$ cat config.mk
export PLATFORM = sky130hd
export DESIGN_NAME = gsensor_spi_poller
export DESIGN_NICKNAME = d
export VERILOG_FILES = /design/src/rtl/gsensor_spi_poller.sv
export SDC_FILE = /design/constraint.sdc
export NUM_CORES = 1
export LEC_CHECK = 0
export ABC_AREA = 1
export BUFFER_PORTS_ARGS = -buffer_cell sky130_fd_sc_hd__buf_2
export CORE_MARGIN = 8
export CORE_UTILIZATION = 52
export DETAILED_ROUTE_END_ITERATION = 12
export GPL_TIMING_DRIVEN = 0
export HOLD_SLACK_MARGIN = 0.08
export PLACE_DENSITY = 0.79
export SLEW_MARGIN = 0
export SYNTH_ARGS = -nofsm -noshare
export SYNTH_HDL_FRONTEND = slang
export SYNTH_SLANG_ARGS = --single-unit
$ cat constraint.sdc
create_clock -name i_clock -period 2.4 [get_ports i_clock]
set_input_delay 0.12 -clock i_clock [delete_from_list [all_inputs] [get_ports i_clock]]
set_output_delay 0.12 -clock i_clock [all_outputs]
set_load 0.1 [all_outputs]
$ cat src/rtl/gsensor_spi_poller.sv
// ADXL345 SPI mode-3 master: configures the sensor, then burst-reads NUM_AXES axes every SAMPLE_PERIOD.
// Define GSENSOR_POLLER_AVG_EN to output the mean of every 4 reads instead of raw samples.
module gsensor_spi_poller #(
    parameter int unsigned CLK_DIV         = 25,
    parameter int unsigned NUM_AXES        = 3,
    parameter int unsigned SAMPLE_PERIOD   = 50000,
    parameter logic [7:0]  DATA_FORMAT_VAL = 8'h0B
) (
    input  logic                    i_clock,
    input  logic                    i_reset,
    input  logic                    i_enable,
    output logic                    o_spi_cs_n,
    output logic                    o_spi_sclk,
    output logic                    o_spi_mosi,
    input  logic                    i_spi_miso,
    output logic [16*NUM_AXES-1:0]  o_axis_data,
    output logic                    o_valid,
    output logic                    o_init_done,
    output logic                    o_busy
);
    localparam int unsigned DW      = 16 * NUM_AXES;
    localparam int unsigned RD_BITS = 8 + DW;
    localparam int unsigned BW      = $clog2(RD_BITS + 1);
    localparam int unsigned CW      = $clog2(2 * CLK_DIV);
    localparam int unsigned PW      = $clog2(SAMPLE_PERIOD);

    localparam logic [CW-1:0] DIV_LAST = CW'(CLK_DIV - 1);
    localparam logic [CW-1:0] GAP_LAST = CW'(2 * CLK_DIV - 1);
    localparam logic [PW-1:0] PER_LAST = PW'(SAMPLE_PERIOD - 1);
    localparam logic [BW-1:0] WR_LEN   = BW'(16);
    localparam logic [BW-1:0] RD_LEN   = BW'(RD_BITS);

    typedef enum logic [2:0] {
        S_RESET_WAIT,
        S_INIT_FMT,
        S_INIT_PWR,
        S_WAIT,
        S_READ
    } state_t;

    typedef enum logic [2:0] {
        P_IDLE,
        P_GAP,
        P_LEAD,
        P_LOW,
        P_HIGH,
        P_TRAIL
    } phase_t;

    state_t         state_q;
    phase_t         phase_q;
    logic [CW-1:0]  div_q;
    logic [BW-1:0]  bits_q;
    logic [15:0]    tx_q;
    logic [DW-1:0]  rx_q;
    logic [PW-1:0]  per_q;
    logic           cs_n_q;
    logic           sclk_q;
    logic           mosi_q;
    logic [DW-1:0]  data_q;
    logic           valid_q;
    logic           init_done_q;

    logic [DW-1:0]  rx_d;
    logic [DW-1:0]  axis_d;
    logic [DW-1:0]  pub_data_d;
    logic           pub_now_d;
    logic           xfer_done;
    logic           read_done;

    assign xfer_done = (phase_q == P_TRAIL) && (div_q == DIV_LAST);
    assign read_done = (state_q == S_READ) && xfer_done;
    assign rx_d      = {rx_q[DW-2:0], i_spi_miso};

    // The sensor sends each axis low byte first; byte 0 ends up in the top of rx_q.
    always_comb begin
        axis_d = '0;
        for (int n = 0; n < int'(NUM_AXES); n++) begin
            axis_d[16*n +: 8]   = rx_q[DW-1-16*n -: 8];
            axis_d[16*n+8 +: 8] = rx_q[DW-9-16*n -: 8];
        end
    end

`ifdef GSENSOR_POLLER_AVG_EN
    logic [18*NUM_AXES-1:0] acc_q;
    logic [18*NUM_AXES-1:0] sum_d;
    logic [DW-1:0]          avg_d;
    logic [1:0]             cnt_q;

    always_comb begin
        sum_d = '0;
        avg_d = '0;
        for (int n = 0; n < int'(NUM_AXES); n++) begin
            sum_d[18*n +: 18] = acc_q[18*n +: 18]
                              + {{2{axis_d[16*n+15]}}, axis_d[16*n +: 16]};
            avg_d[16*n +: 16] = sum_d[18*n+2 +: 16];
        end
    end

    always_ff @(posedge i_clock) begin
        if (i_reset) begin
            acc_q <= '0;
            cnt_q <= '0;
        end else if (read_done) begin
            if (cnt_q == 2'd3) begin
                acc_q <= '0;
                cnt_q <= '0;
            end else begin
                acc_q <= sum_d;
                cnt_q <= cnt_q + 1'b1;
            end
        end
    end

    assign pub_now_d  = (cnt_q == 2'd3);
    assign pub_data_d = avg_d;
`else
    assign pub_now_d  = 1'b1;
    assign pub_data_d = axis_d;
`endif

    always_ff @(posedge i_clock) begin
        if (i_reset) begin
            state_q     <= S_RESET_WAIT;
            phase_q     <= P_IDLE;
            div_q       <= '0;
            bits_q      <= '0;
            tx_q        <= '1;
            rx_q        <= '0;
            per_q       <= '0;
            cs_n_q      <= 1'b1;
            sclk_q      <= 1'b1;
            mosi_q      <= 1'b1;
            data_q      <= '0;
            valid_q     <= 1'b0;
            init_done_q <= 1'b0;
        end else begin
            valid_q <= 1'b0;

            unique case (phase_q)
                P_GAP: begin
                    if (div_q == GAP_LAST) begin
                        div_q   <= '0;
                        phase_q <= P_LEAD;
                        cs_n_q  <= 1'b0;
                    end else begin
                        div_q <= div_q + 1'b1;
                    end
                end
                P_LEAD, P_HIGH: begin
                    if (div_q == DIV_LAST) begin
                        div_q   <= '0;
                        phase_q <= P_LOW;
                        sclk_q  <= 1'b0;
                        mosi_q  <= tx_q[15];
                        tx_q    <= {tx_q[14:0], 1'b1};
                    end else begin
                        div_q <= div_q + 1'b1;
                    end
                end
                P_LOW: begin
                    if (div_q == DIV_LAST) begin
                        div_q   <= '0;
                        sclk_q  <= 1'b1;
                        rx_q    <= rx_d;
                        bits_q  <= bits_q - 1'b1;
                        phase_q <= (bits_q == BW'(1)) ? P_TRAIL : P_HIGH;
                    end else begin
                        div_q <= div_q + 1'b1;
                    end
                end
                P_TRAIL: begin
                    if (div_q == DIV_LAST) begin
                        div_q   <= '0;
                        phase_q <= P_IDLE;
                        cs_n_q  <= 1'b1;
                    end else begin
                        div_q <= div_q + 1'b1;
                    end
                end
                default: ;
            endcase

            unique case (state_q)
                S_RESET_WAIT: begin
                    if (div_q == GAP_LAST) begin
                        state_q <= S_INIT_FMT;
                        div_q   <= '0;
                        phase_q <= P_LEAD;
                        cs_n_q  <= 1'b0;
                        bits_q  <= WR_LEN;
                        tx_q    <= {8'h31, DATA_FORMAT_VAL};
                    end else begin
                        div_q <= div_q + 1'b1;
                    end
                end
                S_INIT_FMT: begin
                    if (xfer_done) begin
                        state_q <= S_INIT_PWR;
                        phase_q <= P_GAP;
                        bits_q  <= WR_LEN;
                        tx_q    <= {8'h2D, 8'h08};
                    end
                end
                S_INIT_PWR: begin
                    if (xfer_done) begin
                        state_q     <= S_WAIT;
                        per_q       <= '0;
                        init_done_q <= 1'b1;
                    end
                end
                S_WAIT: begin
                    if (per_q >= PER_LAST) begin
                        if (i_enable) begin
                            state_q <= S_READ;
                            per_q   <= '0;
                            div_q   <= '0;
                            phase_q <= P_LEAD;
                            cs_n_q  <= 1'b0;
                            bits_q  <= RD_LEN;
                            tx_q    <= {8'hF2, 8'hFF};
                        end
                    end else begin
                        per_q <= per_q + 1'b1;
                    end
                end
                S_READ: begin
                    if (per_q != PER_LAST) begin
                        per_q <= per_q + 1'b1;
                    end
                    if (xfer_done) begin
                        state_q <= S_WAIT;
                        if (pub_now_d) begin
                            data_q  <= pub_data_d;
                            valid_q <= 1'b1;
                        end
                    end
                end
                default: state_q <= S_RESET_WAIT;
            endcase
        end
    end

`ifndef SYNTHESIS
    always_ff @(posedge i_clock) begin
        if (!i_reset && state_q == S_READ) begin
            assert (per_q != PER_LAST)
            else $error("gsensor_spi_poller: SAMPLE_PERIOD too short for one read");
        end
    end
`endif

    assign o_spi_cs_n  = cs_n_q;
    assign o_spi_sclk  = sclk_q;
    assign o_spi_mosi  = mosi_q;
    assign o_axis_data = data_q;
    assign o_valid     = valid_q;
    assign o_init_done = init_done_q;
    assign o_busy      = ~cs_n_q;

endmodule

After elaboration in Yosys (flattened, before gate mapping)
Index checks and enable logic that the tools add are counted.

Bits in registers: 151.

Multiplexer cells: 53. Bitwise gates (word level): 2. Magnitude comparators: 1. $add $sub $neg: 3. Eq/ne operators: 23. Reductions and logical operators: 15.

Operators by type and width (count): 16-bit 2-to-1 mux (10); 16-bit one-hot mux with 3 select lines (2); 6-bit 2-to-1 mux (10); 3-bit 2-to-1 mux (13); 3-bit one-hot mux with 4 select lines (2); 6-bit one-hot mux with 2 select lines (2); 6-bit one-hot mux with 3 select lines (1); 16-bit by 1-bit adder with 16-bit output, second input constant (1); 16-bit >= comparator, second input constant (1); 16-bit inequality test, second input constant (1); 2-bit inequality test, second input constant (7); 3-bit by 2-bit == test with 1-bit output, second input constant (4); 3-bit == test, second input constant (3); 1-bit 2-to-1 mux (9); 3-bit one-hot mux with 3 select lines (1); 2-bit AND reduction (4); 6-bit by 1-bit adder with 6-bit output, second input constant (1); 3-bit by 1-bit == test with 1-bit output, second input constant (2); 6-bit by 1-bit == test with 1-bit output, second input constant (1); 6-bit by 5-bit == test with 1-bit output, second input constant (1); 6-bit == test, second input constant (1); 1-bit one-hot mux with 2 select lines (3); 2-bit OR reduction (3); 6-bit by 1-bit subtractor with 6-bit output, second input constant (1); other kinds (11) (13).

Logic depth before layout (Yosys ltp)
Word-level depth: 7. Mapped depth: 13.

Worst setup path after synthesis
Ideal clock, no wire load.

Path kind: reg-to-reg. Start point: reg cs_n_q, in the netlist o_spi_cs_n. End point: reg cs_n_q, in the netlist o_spi_cs_n. Stages on the path, launching flop included: 5. Arrival: 1.957 ns. Period minus slack after synthesis: 2.018 ns. Required time: 2.339 ns. Path buffers: 0. Setup slack: 0.382 ns. Cells stage by stage: dfxtp_1 inv_1 nand2_1 nand3_1 nand2_1.

Cells in the longest elaborated chain, start to end: 5. Elaborated cells on any way between the ends: 7. Those cells by class: mux (7).

RTL lines: start, declared (RTL line 57) `logic cs_n_q;`; start signal, assigned (RTL line 131) `cs_n_q <= 1'b1;`; start signal, assigned (RTL line 145) `cs_n_q <= 1'b0;`; start signal, assigned (RTL line 176) `cs_n_q <= 1'b1;`; 1-bit 2-to-1 mux (on tied branches) (RTL line 173, 142); 1-bit one-hot mux with 2 select lines (*) (RTL line 140) `unique case (phase_q)`; 1-bit 2-to-1 mux (RTL line 214) `if (i_enable) begin`; 1-bit 2-to-1 mux (RTL line 213) `if (per_q >= PER_LAST) begin`; 1-bit one-hot mux with 2 select lines (*) (RTL line 184) `unique case (state_q)`.

Every way passes the cells marked *; elsewhere a longest branch is shown, timed or not. A chain may end at the register's enable or synchronous reset.

Final worst setup path
Start point: reg div_q[0]. End point: reg data_q[45], in the netlist o_axis_data[45].

Cells in the longest elaborated chain, start to end: 3.

RTL lines: start, declared (RTL line 52) `logic [CW-1:0] div_q;`; start signal, assigned (RTL line 147) `div_q <= div_q + 1'b1;`; start signal, assigned (RTL line 158) `div_q <= div_q + 1'b1;`; start signal, assigned (RTL line 169) `div_q <= div_q + 1'b1;`; 6-bit by 5-bit == test with 1-bit output (RTL line 71) `assign xfer_done = (phase_q == P_TRAIL) && (div_q == DIV_LAST);`; 1-bit logical AND (RTL line 71); 2-bit AND reduction (no line); end signal, assigned (RTL line 234) `data_q <= pub_data_d;`; end, declared (RTL line 60) `logic [DW-1:0] data_q;`.

No other way between the ends.

==> out/summary.txt <==
===============================================================================================
Number of vias in the routed layout                                                       6,226
Cell taking the most area after synthesis                                               dfxtp_1
Final clock period utilization by the worst path                                         88.63%
Layout Nets                                                                               1,024
Peak VDD IR                                                                         0.0005794 V
Min-Delay Path Class                                                                     in2reg
Clock root buffer                                                                     clkbuf_16
Number of routed nets with antenna violations                                                 0
Routed WL per cell                                                                     13.49 um
CTS Buf Count                                                                                17
Async S/R FF share, synth                                                                    0%
Final critical path time including I/O delays and setup                                2.127 ns
Number of DRC markers after the initial detailed-route iteration                            451
Maximum clock path buffer count                                                               2
Relative slew slack                                                                      45.84%
Pin slew with the least headroom to its limit                                         0.8038 ns
Setup clock skew after layout                                                       0.007244 ns
Final design utilization                                                                 61.52%
Net switching share of the total power                                                   28.07%
Flops & latches, synth                                                                      151
Cell area reported after detailed placement                                        0.007144 mm2
Run status                                                                         finished clean
Sequential share of power                                                                 44.0%
Max-capacitance violation count                                                               0
Setup tns final                                                                            0 ns
Post-synth top cells                                                               nand2_1, nor2_1, dfxtp_1
Clk pwr share                                                                             41.9%
Highest clock frequency the design can meet                                          0.4701 GHz
Residual overflow from global routing                                                         0
Number of antenna violations at the first check in global routing                             0
Placement row count                                                                          41
Max FO, Critical Path                                                                        10
Die Span X                                                                             129.0 um
Final-report hold violation count                                                             0
Post-synthesis cell area                                                           0.006644 mm2
Share of final-layout standard cells stronger than drive strength 1                      12.57%
RSZ-0062 raised after global routing                                                      false
Post-synthesis area per instance                                                      7.098 um2
Number of cells produced by synthesis                                                       936
Number of DRC violations after detailed routing                                               0
Die Outline Area                                                                    0.01665 mm2
Diodes inserted                                                                               0
Most frequent cell after synthesis                                                      nand2_1
Comb pwr share                                                                            14.1%
CTS tree                                                                                    yes
Arr. time, crit path                                                                    2.47 ns
Seq/Total Area, Yosys                                                                    45.50%
Number of top-level pins                                                                     58
CTS H-tree lvls                                                                               4
Clock network latency to the later pin of the worst-skew pair                           0.43 ns
CTS Sinks                                                                                   151
Number of enable-type register cells in the synthesized netlist                               0
Clock input transition at the sequential cells of the worst setup and hold paths        0.06 ns
Total internal power                                                                   4.402 mW
Layout overhead on the synthesized area                                                  16.38%
Area of the placeable core                                                          0.01257 mm2
Kind of start point of the critical path                                                   flop
Fillers                                                                                   1,156
Setup-violating endpoint count in the final report                                            0
Initial cell density of the core                                                         52.86%
Leading post-synthesis cells by cell area                                          dfxtp_1, nand2_1, nor2_1
Category of the most critical setup path                                                reg2reg
Final weighted congestion in routability-driven placement                                0.8542
Area share of the largest cell type after synthesis                                      45.50%
Height of the chip                                                                     129.0 um
Final number of max-transition violations                                                     0
Data required time at the worst endpoint                                                2.75 ns
First-pass GRT wire length                                                             27.21 mm
Category of the worst setup path capture point                                             flop
Detailed Routing Iterations Pass 1                                                            6
Post-synth cell types                                                                        36
Number of buffers added on ports                                                             57
Pwr per Cell Area                                                                  791.5 mW/mm2
Number of global-route vias before repair                                                 5,742
Total Wirelength                                                                       16.16 mm
Net count after synthesis                                                                   946
Static leakage                                                                         3.303 nW
Top FF cell, synth                                                                      dfxtp_1
GRT Overall Usage                                                                        20.49%
Placed wire-length estimate after detailed placement                                   11.28 mm
Yosys warnings                                                                                0
Post-route cell area                                                               0.007732 mm2
Maximum number of pins on one net before global-route repair                                 17
NetSw                                                                                  1.718 mW
Vias per std cell                                                                         5.197
===============================================================================================
-- layout by cell type (no fill, tap or decap), drive strengths merged, types with 11 or more instances in the layout --
cell    synthesis  layout
o21ai          92      92
inv            70      72
buf            21      78
nand4          11      11
nand3          96      96
clkbuf         25      47
dfxtp         151     151
nor2          167     167
a21oi          73      73
nand2         197     197
-- per-stage QoR --
step                total power [mW]  cells  worst slack [ns]  hold WS, ns
floorplan                      3.393    936            0.3817       0.2373
finish                         6.120   1198            0.2728       0.1344
global route                   6.392   1198           0.05712       0.1476
detailed placement             3.595   1165            0.3047       0.3856
CTS                            6.143   1198            0.2815       0.1294
global placement               3.577   1165            0.3394       0.3716
-- sequential cells by signal, summed over array words and instances, names as in the netlist --
signal,flops
tx_q,16
o_spi_cs_n,1
o_valid,1
o_spi_sclk,1
o_spi_mosi,1
phase_q,3
o_axis_data,48
state_q,3
rx_q,48
bits_q,6
o_init_done,1
div_q,6
per_q,16
-- kinds of logic (layout without fill, tap and decap cells) --
family          Yosys count  count (layout)  share of synthesized area, %
flops                   151             151                         45.50
mux                       1               1                        0.1507
fa+ha+maj                 6               6                         1.130
simple gates            478             478                         31.09
compound gates          170             170                         13.28
buf+inv                 118             208                         7.269
xor+xnor                 12              12                         1.582
-- power by group through the flow --
| stage | Sequential, mW | Clock (mW) | Combinational, mW |
|---|---|---|---|
| after floorplan | 2.73 | 0 | 0.667 |
| final | 2.69 | 2.56 | 0.866 |
| after global routing | 2.70 | 2.69 | 0.992 |
| after CTS | 2.69 | 2.59 | 0.862 |
| after global placement | 2.74 | 0 | 0.836 |
| after detailed placement | 2.74 | 0 | 0.852 |
-- worst max-delay path: stages (launching register included) --
cell	delay (ns)
dfxtp_1	0.36
inv_1	0.12
ha_1	0.16
nand3_1	0.14
nor2_4	0.21
nand2_4	0.10
inv_2	0.15
buf_2	0.27
buf_4	0.22
nand3_1	0.12
a21oi_1	0.20
-- path summary, 6_finish.rpt --
path                            slack (ns)                           end  cells after the start                          from
worst min register to register        0.46  o_axis_data[18]$_SDFFE_PP0P_                      2  o_axis_data[18]$_SDFFE_PP0P_
worst min-delay path                  0.13       state_q[2]$_SDFFE_PP0P_                      3                      i_enable
worst max-delay path                  0.27  o_axis_data[45]$_SDFFE_PP0P_                     10           div_q[0]$_SDFF_PP0_
worst max register to register        0.27  o_axis_data[45]$_SDFFE_PP0P_                     10           div_q[0]$_SDFF_PP0_
-- what timing repair did --
action / in CTS / in global routing
buffers inserted: 0 / 0
hold buffers: 2 / 0
gates resized for setup: 0 / 0
hold endpoints to repair: 6 / 0
-- metal layers --
metal  global-route usage [%]  wire (um)  vias up
met5                        0          0        -
met4                    8.362        351        0
met3                    4.643        879       31
met2                    32.51       7408      154
met1                    26.42       7525     2856
li1                         -          -     3185
-- cell type report --
type,instances,area (um2),share of cell area (%)
flip-flops and latches,151,3023,39.09
multi-input cells,667,3138,40.58
plain buffers,46,212.7,2.751
inverters,72,270.3,3.495
repair buffers,59,305.3,3.948
clock inverters,9,93.84,1.214
clock buffers,22,474.2,6.133
well taps,172,215.2,2.783
(Power assumes the default switching activity.)
